==> src/rtl/fusion_psum_drain.sv <==
// Partial-sum drain at the bottom of a fusion-unit column: accumulates psum beats
// per lane (13/26/52-bit lanes) and streams the lane totals out one per cycle.
module fusion_psum_drain #(
  parameter int unsigned ACC_W = 64,
  parameter int unsigned LEN_W = 16
) (
  input  logic             clk,
  input  logic             rst,
  input  logic             start,
  input  logic [3:0]       cfg_weight_width,
  input  logic             cfg_signed,
  input  logic [LEN_W-1:0] cfg_len,
  input  logic             psum_valid,
  output logic             psum_ready,
  input  logic [51:0]      psum_data,
  output logic             out_valid,
  input  logic             out_ready,
  output logic [ACC_W-1:0] out_data,
  output logic [1:0]       out_lane,
  output logic             out_last,
  output logic             busy,
  output logic             done
);

  localparam int unsigned PSUM_W  = 52;
  localparam int unsigned N_LANES = 4;

  typedef enum logic [1:0] {IDLE, ACCUM, DRAIN} state_t;

  state_t           state, state_n;
  // last_idx doubles as the lane-mode: 3 -> 13-bit lanes, 1 -> 26-bit, 0 -> 52-bit
  logic [1:0]       last_idx, last_idx_n;
  logic             sgn, sgn_n;
  logic [LEN_W-1:0] len, len_n;
  logic [LEN_W-1:0] cnt, cnt_n;
  logic [ACC_W-1:0] acc   [N_LANES];
  logic [ACC_W-1:0] acc_n [N_LANES];
  logic             out_valid_n, out_last_n, busy_n, done_n;
  logic [ACC_W-1:0] out_data_n;
  logic [1:0]       out_lane_n, lane_inc;

  // Extract lane k of a psum word for the given lane mode and extend it to ACC_W
  function automatic logic [ACC_W-1:0] lane_ext(input logic [PSUM_W-1:0] data,
                                                 input logic [1:0] mode,
                                                 input logic s,
                                                 input logic [1:0] k);
    logic [12:0] l13;
    logic [25:0] l26;
    lane_ext = '0;
    case (k)
      2'd0:    l13 = data[12:0];
      2'd1:    l13 = data[25:13];
      2'd2:    l13 = data[38:26];
      default: l13 = data[51:39];
    endcase
    l26 = k[0] ? data[51:26] : data[25:0];
    case (mode)
      2'd3: begin
        if (s) lane_ext = ACC_W'($signed(l13));
        else   lane_ext = ACC_W'(l13);
      end
      2'd1: begin
        if (s) lane_ext = ACC_W'($signed(l26));
        else   lane_ext = ACC_W'(l26);
      end
      default: begin
        if (s) lane_ext = ACC_W'($signed(data));
        else   lane_ext = ACC_W'(data);
      end
    endcase
  endfunction

  assign psum_ready = (state == ACCUM);

  always_comb begin
    state_n     = state;
    last_idx_n  = last_idx;
    sgn_n       = sgn;
    len_n       = len;
    cnt_n       = cnt;
    acc_n       = acc;
    out_valid_n = out_valid;
    out_data_n  = out_data;
    out_lane_n  = out_lane;
    out_last_n  = out_last;
    done_n      = 1'b0;
    lane_inc    = out_lane + 2'd1;

    case (state)
      IDLE: begin
        if (start) begin
          case (cfg_weight_width)
            4'd2:    last_idx_n = 2'd3;
            4'd4:    last_idx_n = 2'd1;
            default: last_idx_n = 2'd0;
          endcase
          sgn_n = cfg_signed;
          len_n = cfg_len;
          cnt_n = '0;
          for (int unsigned k = 0; k < N_LANES; k++) acc_n[k] = '0;
          if (cfg_len == '0) begin
            state_n     = DRAIN;
            out_valid_n = 1'b1;
            out_data_n  = '0;
            out_lane_n  = 2'd0;
            out_last_n  = (last_idx_n == 2'd0);
          end else begin
            state_n = ACCUM;
          end
        end
      end

      ACCUM: begin
        if (psum_valid) begin
          for (int unsigned k = 0; k < N_LANES; k++) begin
            if (2'(k) <= last_idx)
              acc_n[k] = acc[k] + lane_ext(psum_data, last_idx, sgn, 2'(k));
          end
          cnt_n = cnt + LEN_W'(1);
          // Final beat: present lane 0 totals (including this beat) on the next cycle
          if (cnt_n == len) begin
            state_n     = DRAIN;
            out_valid_n = 1'b1;
            out_data_n  = acc_n[0];
            out_lane_n  = 2'd0;
            out_last_n  = (last_idx == 2'd0);
          end
        end
      end

      DRAIN: begin
        if (out_ready) begin
          if (out_lane == last_idx) begin
            state_n     = IDLE;
            out_valid_n = 1'b0;
            out_data_n  = '0;
            out_lane_n  = 2'd0;
            out_last_n  = 1'b0;
            done_n      = 1'b1;
          end else begin
            out_data_n = acc[lane_inc];
            out_lane_n = lane_inc;
            out_last_n = (lane_inc == last_idx);
          end
        end
      end

      default: state_n = IDLE;
    endcase

    busy_n = (state_n != IDLE);
  end

  always_ff @(posedge clk) begin
    if (rst) begin
      state     <= IDLE;
      last_idx  <= 2'd0;
      sgn       <= 1'b0;
      len       <= '0;
      cnt       <= '0;
      acc       <= '{default: '0};
      out_valid <= 1'b0;
      out_data  <= '0;
      out_lane  <= 2'd0;
      out_last  <= 1'b0;
      busy      <= 1'b0;
      done      <= 1'b0;
    end else begin
      state     <= state_n;
      last_idx  <= last_idx_n;
      sgn       <= sgn_n;
      len       <= len_n;
      cnt       <= cnt_n;
      acc       <= acc_n;
      out_valid <= out_valid_n;
      out_data  <= out_data_n;
      out_lane  <= out_lane_n;
      out_last  <= out_last_n;
      busy      <= busy_n;
      done      <= done_n;
    end
  end

endmodule

==> config.mk <==
export PLATFORM = sky130hd
export DESIGN_NAME = fusion_psum_drain
export DESIGN_NICKNAME = d
export VERILOG_FILES = /design/src/rtl/fusion_psum_drain.sv
export SDC_FILE = /design/constraint.sdc
export NUM_CORES = 2
export LEC_CHECK = 0
export ABC_AREA = 1
export BUFFER_PORTS_ARGS = -buffer_cell sky130_fd_sc_hd__buf_2
export CAP_MARGIN = 10
export CORE_ASPECT_RATIO = 0.8
export CORE_MARGIN = 2
export CORE_UTILIZATION = 30
export CTS_CLUSTER_DIAMETER = 50
export DETAILED_ROUTE_END_ITERATION = 8
export PLACE_DENSITY = 0.46
export REMOVE_ABC_BUFFERS = 1
export SYNTH_ARGS = -nofsm -noshare
export SYNTH_HDL_FRONTEND = slang
export SYNTH_SLANG_ARGS = --single-unit
==> constraint.sdc <==
create_clock -name clk -period 5.1 [get_ports clk]
set_input_delay 1.02 -clock clk [delete_from_list [all_inputs] [get_ports clk]]
set_output_delay 1.02 -clock clk [all_outputs]
set_load 0.1 [all_outputs]
# --- After elaboration in Yosys (flattened, before gate mapping) ---
# Cells that the tools add are included.
totals:
  in_bits: 78
  wordCells: 137
  regBits: 363
op_classes:
  mux: 75
  eq_ne: 18
  bitwise_logic: 3
  order_cmp: 5
  reduce_logical: 15
  add_sub_neg: 6
op_table:
  columns: ["op", "n"]
  rows:
  - ["$mux W64", 31]
  - ["$mux W256", 2]
  - ["$pmux W256 S2", 1]
  - ["$pmux W64 S2", 4]
  - ["$add A64 B64 Y64", 4]
  - ["$pmux W64 S3", 1]
  - ["$bmux W64 S2", 1]
  - ["$mux W16", 2]
  - ["$pmux W16 S2", 1]
  - ["$mux W2", 14]
  - ["$add A16 B1 Y16 const B", 1]
  - ["$eq A16 B16 Y1", 1]
  - ["$logic_not A16 Y1", 1]
  - ["$mux W1", 13]
  - ["$pmux W2 S3", 2]
  - ["$reduce_and A4 Y1", 3]
  - ["$ne A2 B2 Y1 const B", 5]
  - ["$ne A2 B1 Y1 const B", 4]
  - ["$reduce_and A7 Y1", 1]
  - ["$logic_not A2 Y1", 3]
  - ["$pmux W1 S3", 2]
  - ["$reduce_and A6 Y1", 1]
  - ["$eq A2 B1 Y1 const B", 2]
  - ["$eq A2 B2 Y1", 2]
  - ["other kinds (15)", 20]

# --- Longest topological paths before layout ---
depth:
  word_depth: 10
  ltp_mapped: 25
  depth_no_buf: 24

# --- Worst setup path after synthesis ---
# No wires, ideal clock.
synth_path:
  kind: "input to register"
  start: "input psum_data[51]"
  end: "register acc[185] (netlist name)"
  cell_stages: 16
  path_buffers: 1
  arrival_ns: 3.833
  path_slack_ns: 1.196
  cell_sequence: "nand2_1 > clkinv_1 > a21oi_1 > clkbuf_1 > nor2_1 > ha_1 > inv_1 > o21ai_0 > a21oi_1 > a21boi_0 > o21ai_0 > a21oi_1 > nand2_1 > nand2_1 > nand3_1 > a21oi_1"
synth_via:
  elab_chain_len: 9
  elab_cells_between_ends: 10
  classes_between: "add/sub (1); mux (9)"
synth_rtl:
  columns: ["item", "line_no", "source"]
  rows:
  - ["start, declared", "15", "input logic [51:0] psum_data,"]
  - ["$mux W64, on equally long branches", "63, 67", null]
  - ["$pmux W64 S2 (*)", "57", "case (mode)"]
  - ["$mux W64 (*)", "116", "if (2'(k) <= last_idx)"]
  - ["$mux W64 (*)", "114", "if (psum_valid) begin"]
  - ["$mux W64 (*)", "89", "case (state)"]
  - ["$add A64 B64 Y64 (*)", "117", "acc_n[k] = acc[k] + lane_ext(psum_data, last_idx, sgn, 2'(k));"]
  - ["$mux W64 (*)", "116", null]
  - ["$mux W256 (*)", "114", null]
  - ["$pmux W256 S2 (*)", "89", null]
  - ["end signal, assigned", "174", "acc <= acc_n;"]
  - ["end, declared", "36", "logic [ACC_W-1:0] acc [N_LANES];"]
# Every way passes the cells marked *; elsewhere a longest branch is shown, timed or not. The select of a mux whose other input is x is not followed.
# A chain may end at the register's enable or synchronous reset.

# --- Final worst setup path ---
layout_path:
  start: "register last_idx[0]"
  end: "register out_data[42]"
layout_via:
  elab_chain_len: 10
  elab_cells_between_ends: 15
  classes_between: "add/sub (1); order compare (1); eq/ne (3); mux (10)"
layout_rtl:
  columns: ["item", "line_no", "source"]
  rows:
  - ["start, declared", "32", "logic [1:0] last_idx, last_idx_n;"]
  - ["start signal, assigned", "170", "last_idx <= last_idx_n;"]
  - ["$eq A2 B1 Y1 or $eq A2 B2 Y1 (tied branches)", "57", null]
  - ["$pmux W64 S2", "57", null]
  - ["$mux W64", "116", null]
  - ["$mux W64", "114", null]
  - ["$mux W64", "89", null]
  - ["$add A64 B64 Y64", "117", null]
  - ["$mux W64", "116", null]
  - ["$mux W64", "121", "if (cnt_n == len) begin"]
  - ["$mux W64", "114", null]
  - ["$pmux W64 S3 (*)", "89", null]
  - ["end signal, assigned", "176", "out_data <= out_data_n;"]
  - ["end, declared", "18", "output logic [ACC_W-1:0] out_data,"]
# Marked as above.

==> flow_summary_export.csv <==
group,metric,value,unit
critical_path,end_kind,"flip-flop",
sta,relSlewSlack,26.9,%
place,portBuffers,148,
layout,layout_common_cells,"nand2_1, inv_1, a21oi_1, nor2_1, o21ai_0",
clocking,clock-sinks,363,
pwr,worst_ir_drop_vdd,0.000223,V
detailed_routing,drc,0,
sta,worst_slack,454,ps
global_route,grt-ovfl-total,0,
layout,drive_gt1_share,6.50,%
layout,final_cells,8512,
detailed_routing,dr.pass1.iters,6,
job,max-cap-violations,0,
sta,finalMaxSlewViolations,0,
detailed_routing,drtAntennaViolNets,0,
clocking,root_buffer,"clkbuf_16",
yosys,synth_area_leaders,"dfxtp_1, nand2_1, a21oi_1",
sta,period_share,91.1,%
clocking,hold_buffers,0,
critical_path,r2r-start,"last_idx[0]$_SDFFE_PP0P_",
yosys,synth.distinct_cells,45,
floorplan,die_x,397,um
detailed_routing,via_per_inst,5.39,
sta,rsz0062_at_grt,"no",
yosys,syn_area_per_cell,5.56,um2
sta,finalHoldViolations,0,
global_route,antenna_found_initial,3,
sta,max_freq,0.215,GHz
yosys,async_flop_share,0,%
critical_path,crit_required,5650,ps
yosys,synthFlopType,"dfxtp_1",
floorplan,chipHeight,319,um
detailed_routing,vias,45900,
clocking,clk_path_buf_depth,3,
sta,setup_violations,0,
critical_path,critPathMaxFanout,26,
clocking,clkTransAtPathRegs,50,ps
pwr,power_density,283,mW/mm2
clocking,cts_tree,"done",
hold_path,min_from,"out_data[49]$_SDFFE_PP0P_",
clocking,cts_made_buffers,76,
yosys,synth_edf_count,0,
hold_path,hold_class,"flip-flop to flip-flop",
layout,final_nets,7157,
pwr,p_leak,19.8,nW
sta,clock_skew,45.9,ps
place,place_hpwl,169000,um
layout,final_util,34.9,%
run_status,outcome,"complete, no violations",
critical_path,reg2reg_to,"out_data[42]$_SDFFE_PP0P_",
yosys,yosysSeqAreaShare,19.6,%
detailed_routing,wire_per_inst,24.3,um
clocking,h-tree-depth,3,
layout,final_common_cell,"nand2_1",
place,placed_cells_incl_taps,8369,
place,pre_cts_ws,236,ps
critical_path,r2r_setup_slack,450,ps
pwr,finalPower,12.1,mW
critical_path,arrival,5200,ps
critical_path,worst-setup-path-type,"flip-flop to flip-flop",
detailed_routing,wl,207000,um
floorplan,start_util,30.2,%
detailed_routing,drt_iter0_drc,5641,
clocking,ctsResizeCount,0,
yosys,synth_warnings,0,
yosys,synth_top_area_share,19.6,%
critical_path,critPathLaunchType,"flip-flop",
floorplan,ios,149,
yosys,syn_area,0.0371,mm2
global_route,grt_pass1_vias,41300,
global_route,grt_max_degree,116,
floorplan,die_area,0.127,mm2
yosys,synth_seq_cells,363,
global_route,grtUsageTotal,31.7,%
layout,area_growth_syn_to_layout,15.5,%
sta,period_minus_slack,4650,ps
critical_path,rr_worst_depth,19,
yosys,yosysTopAreaCell,"dfxtp_1",
sta,worst_pin_slew,1100,ps
place,place_congestion,1.09,
clocking,post_cts.repair.setup_buffers,0,
floorplan,core,0.123,mm2
clocking,clk_latency,700,ps
floorplan,rows,115,
global_route,grt_pass1_wl,294000,um
yosys,synthCells,6670,
hold_path,hold_depth,2,
hold_path,worstHoldEndpoint,"out_data[49]$_SDFFE_PP0P_",
==> metal layers <==
layer	vias to the layer above	track usage (%)	wire [um]
met2	2181	43.5	80300
met4	2	9.38	6570
met1	21400	47.7	99100
li1	22100	-	-
met3	236	7.66	21000
met5	-	0	11
==> cells by family (layout without fill, tap and decap cells) <==
kind of cell | after synthesis | in the layout | share of synthesized area, %
AO/OA/AOI/OAI | 1580 | 1580 | 23.1
XOR/XNOR | 11 | 11 | 0.260
adder cells (fa/ha/maj) | 269 | 269 | 9.15
buffers and inverters | 1166 | 1369 | 11.9
flip-flops | 363 | 363 | 19.6
other | 0 | 1 | 0
AND/OR/NAND/NOR | 3281 | 3281 | 36.0
==> cells in the mapped netlist (9+ instances only) <==
library cell,number
a21boi_0,58
a21o_1,23
a21oi_1,813
a221oi_1,38
a22o_1,20
a31oi_1,33
and3_1,9
buf_1,18
buf_2,13
clkbuf_1,159
dfxtp_1,363
ha_1,265
inv_1,958
nand2_1,1911
nand3_1,410
nand3b_1,45
nand4_1,58
nor2_1,748
nor3_1,50
nor4_1,17
o21a_1,13
o21ai_0,522
o21bai_1,34
or2_2,14
==> stage by stage <==
step,cell area [um2],hold WS [ps],setup TNS (ps)
after floorplan,36300,439,-726400
after global placement,40200,449,0
after detailed placement,40200,453,0
after CTS,42900,461,0
after global routing,42900,477,0
final,42900,460,0
==> flip-flops by register name, summed over array words and instances, names as in the netlist <==
| signal | cells |
|---|---|
| acc | 256 |
| busy | 1 |
| cnt | 16 |
| done | 1 |
| last_idx | 2 |
| len | 16 |
| out_data | 64 |
| out_lane | 2 |
| out_last | 1 |
| out_valid | 1 |
| sgn | 1 |
| state | 2 |
==> where the power goes <==
| part | internal (mW) | total [mW] | switching [mW] |
|---|---|---|---|
| logic | 0.977 | 3.67 | 2.69 |
| registers | 2.96 | 3.11 | 0.153 |
| clock network | 3.29 | 5.37 | 2.08 |
==> critical path, stage by stage, from the launching register on <==
cell,delay [ps]
dfxtp_2,350
nand2_1,70
inv_1,380
nand3_1,470
nand2_1,260
clkinv_1,140
buf_12,190
nor2_1,100
ha_1,250
nand2_1,130
nor2_1,300
nand2_1,130
nor2_1,380
nand3_1,300
nand3_1,160
nand2_1,60
nand3_1,200
o21ai_0,310
nand3_1,210
a21oi_1,80
==> worst max-delay path by stage <==
| stage | start | end | slack, ps | cells after the start |
|---|---|---|---|---|
| 2_1_floorplan | state[1]$_SDFF_PP0_ | acc[0]$_SDFFE_PP0P_ | -3530 | 8 |
| 3_3_place_gp | psum_data[25] | out_data[42]$_SDFFE_PP0P_ | 180 | 18 |
| 3_5_place_dp | psum_data[25] | out_data[42]$_SDFFE_PP0P_ | 240 | 18 |
| 4_1_cts | last_idx[0]$_SDFFE_PP0P_ | acc[127]$_SDFFE_PP0P_ | 500 | 18 |
| 5_1_grt | last_idx[0]$_SDFFE_PP0P_ | out_data[62]$_SDFFE_PP0P_ | 210 | 20 |
| 6_report | last_idx[0]$_SDFFE_PP0P_ | out_data[42]$_SDFFE_PP0P_ | 450 | 19 |
==> cell type report <==
type	instances	area, um2
fillers	14100	80000
multi-input cells	5141	25500
flip-flops and latches	363	7270
inverters	969	3640
well taps	1638	2050
clock buffers	86	2020
repair buffers	259	1730
clock inverters	55	687
diodes	1	2.50
No activity file was read; power rests on OpenSTA's default activity.
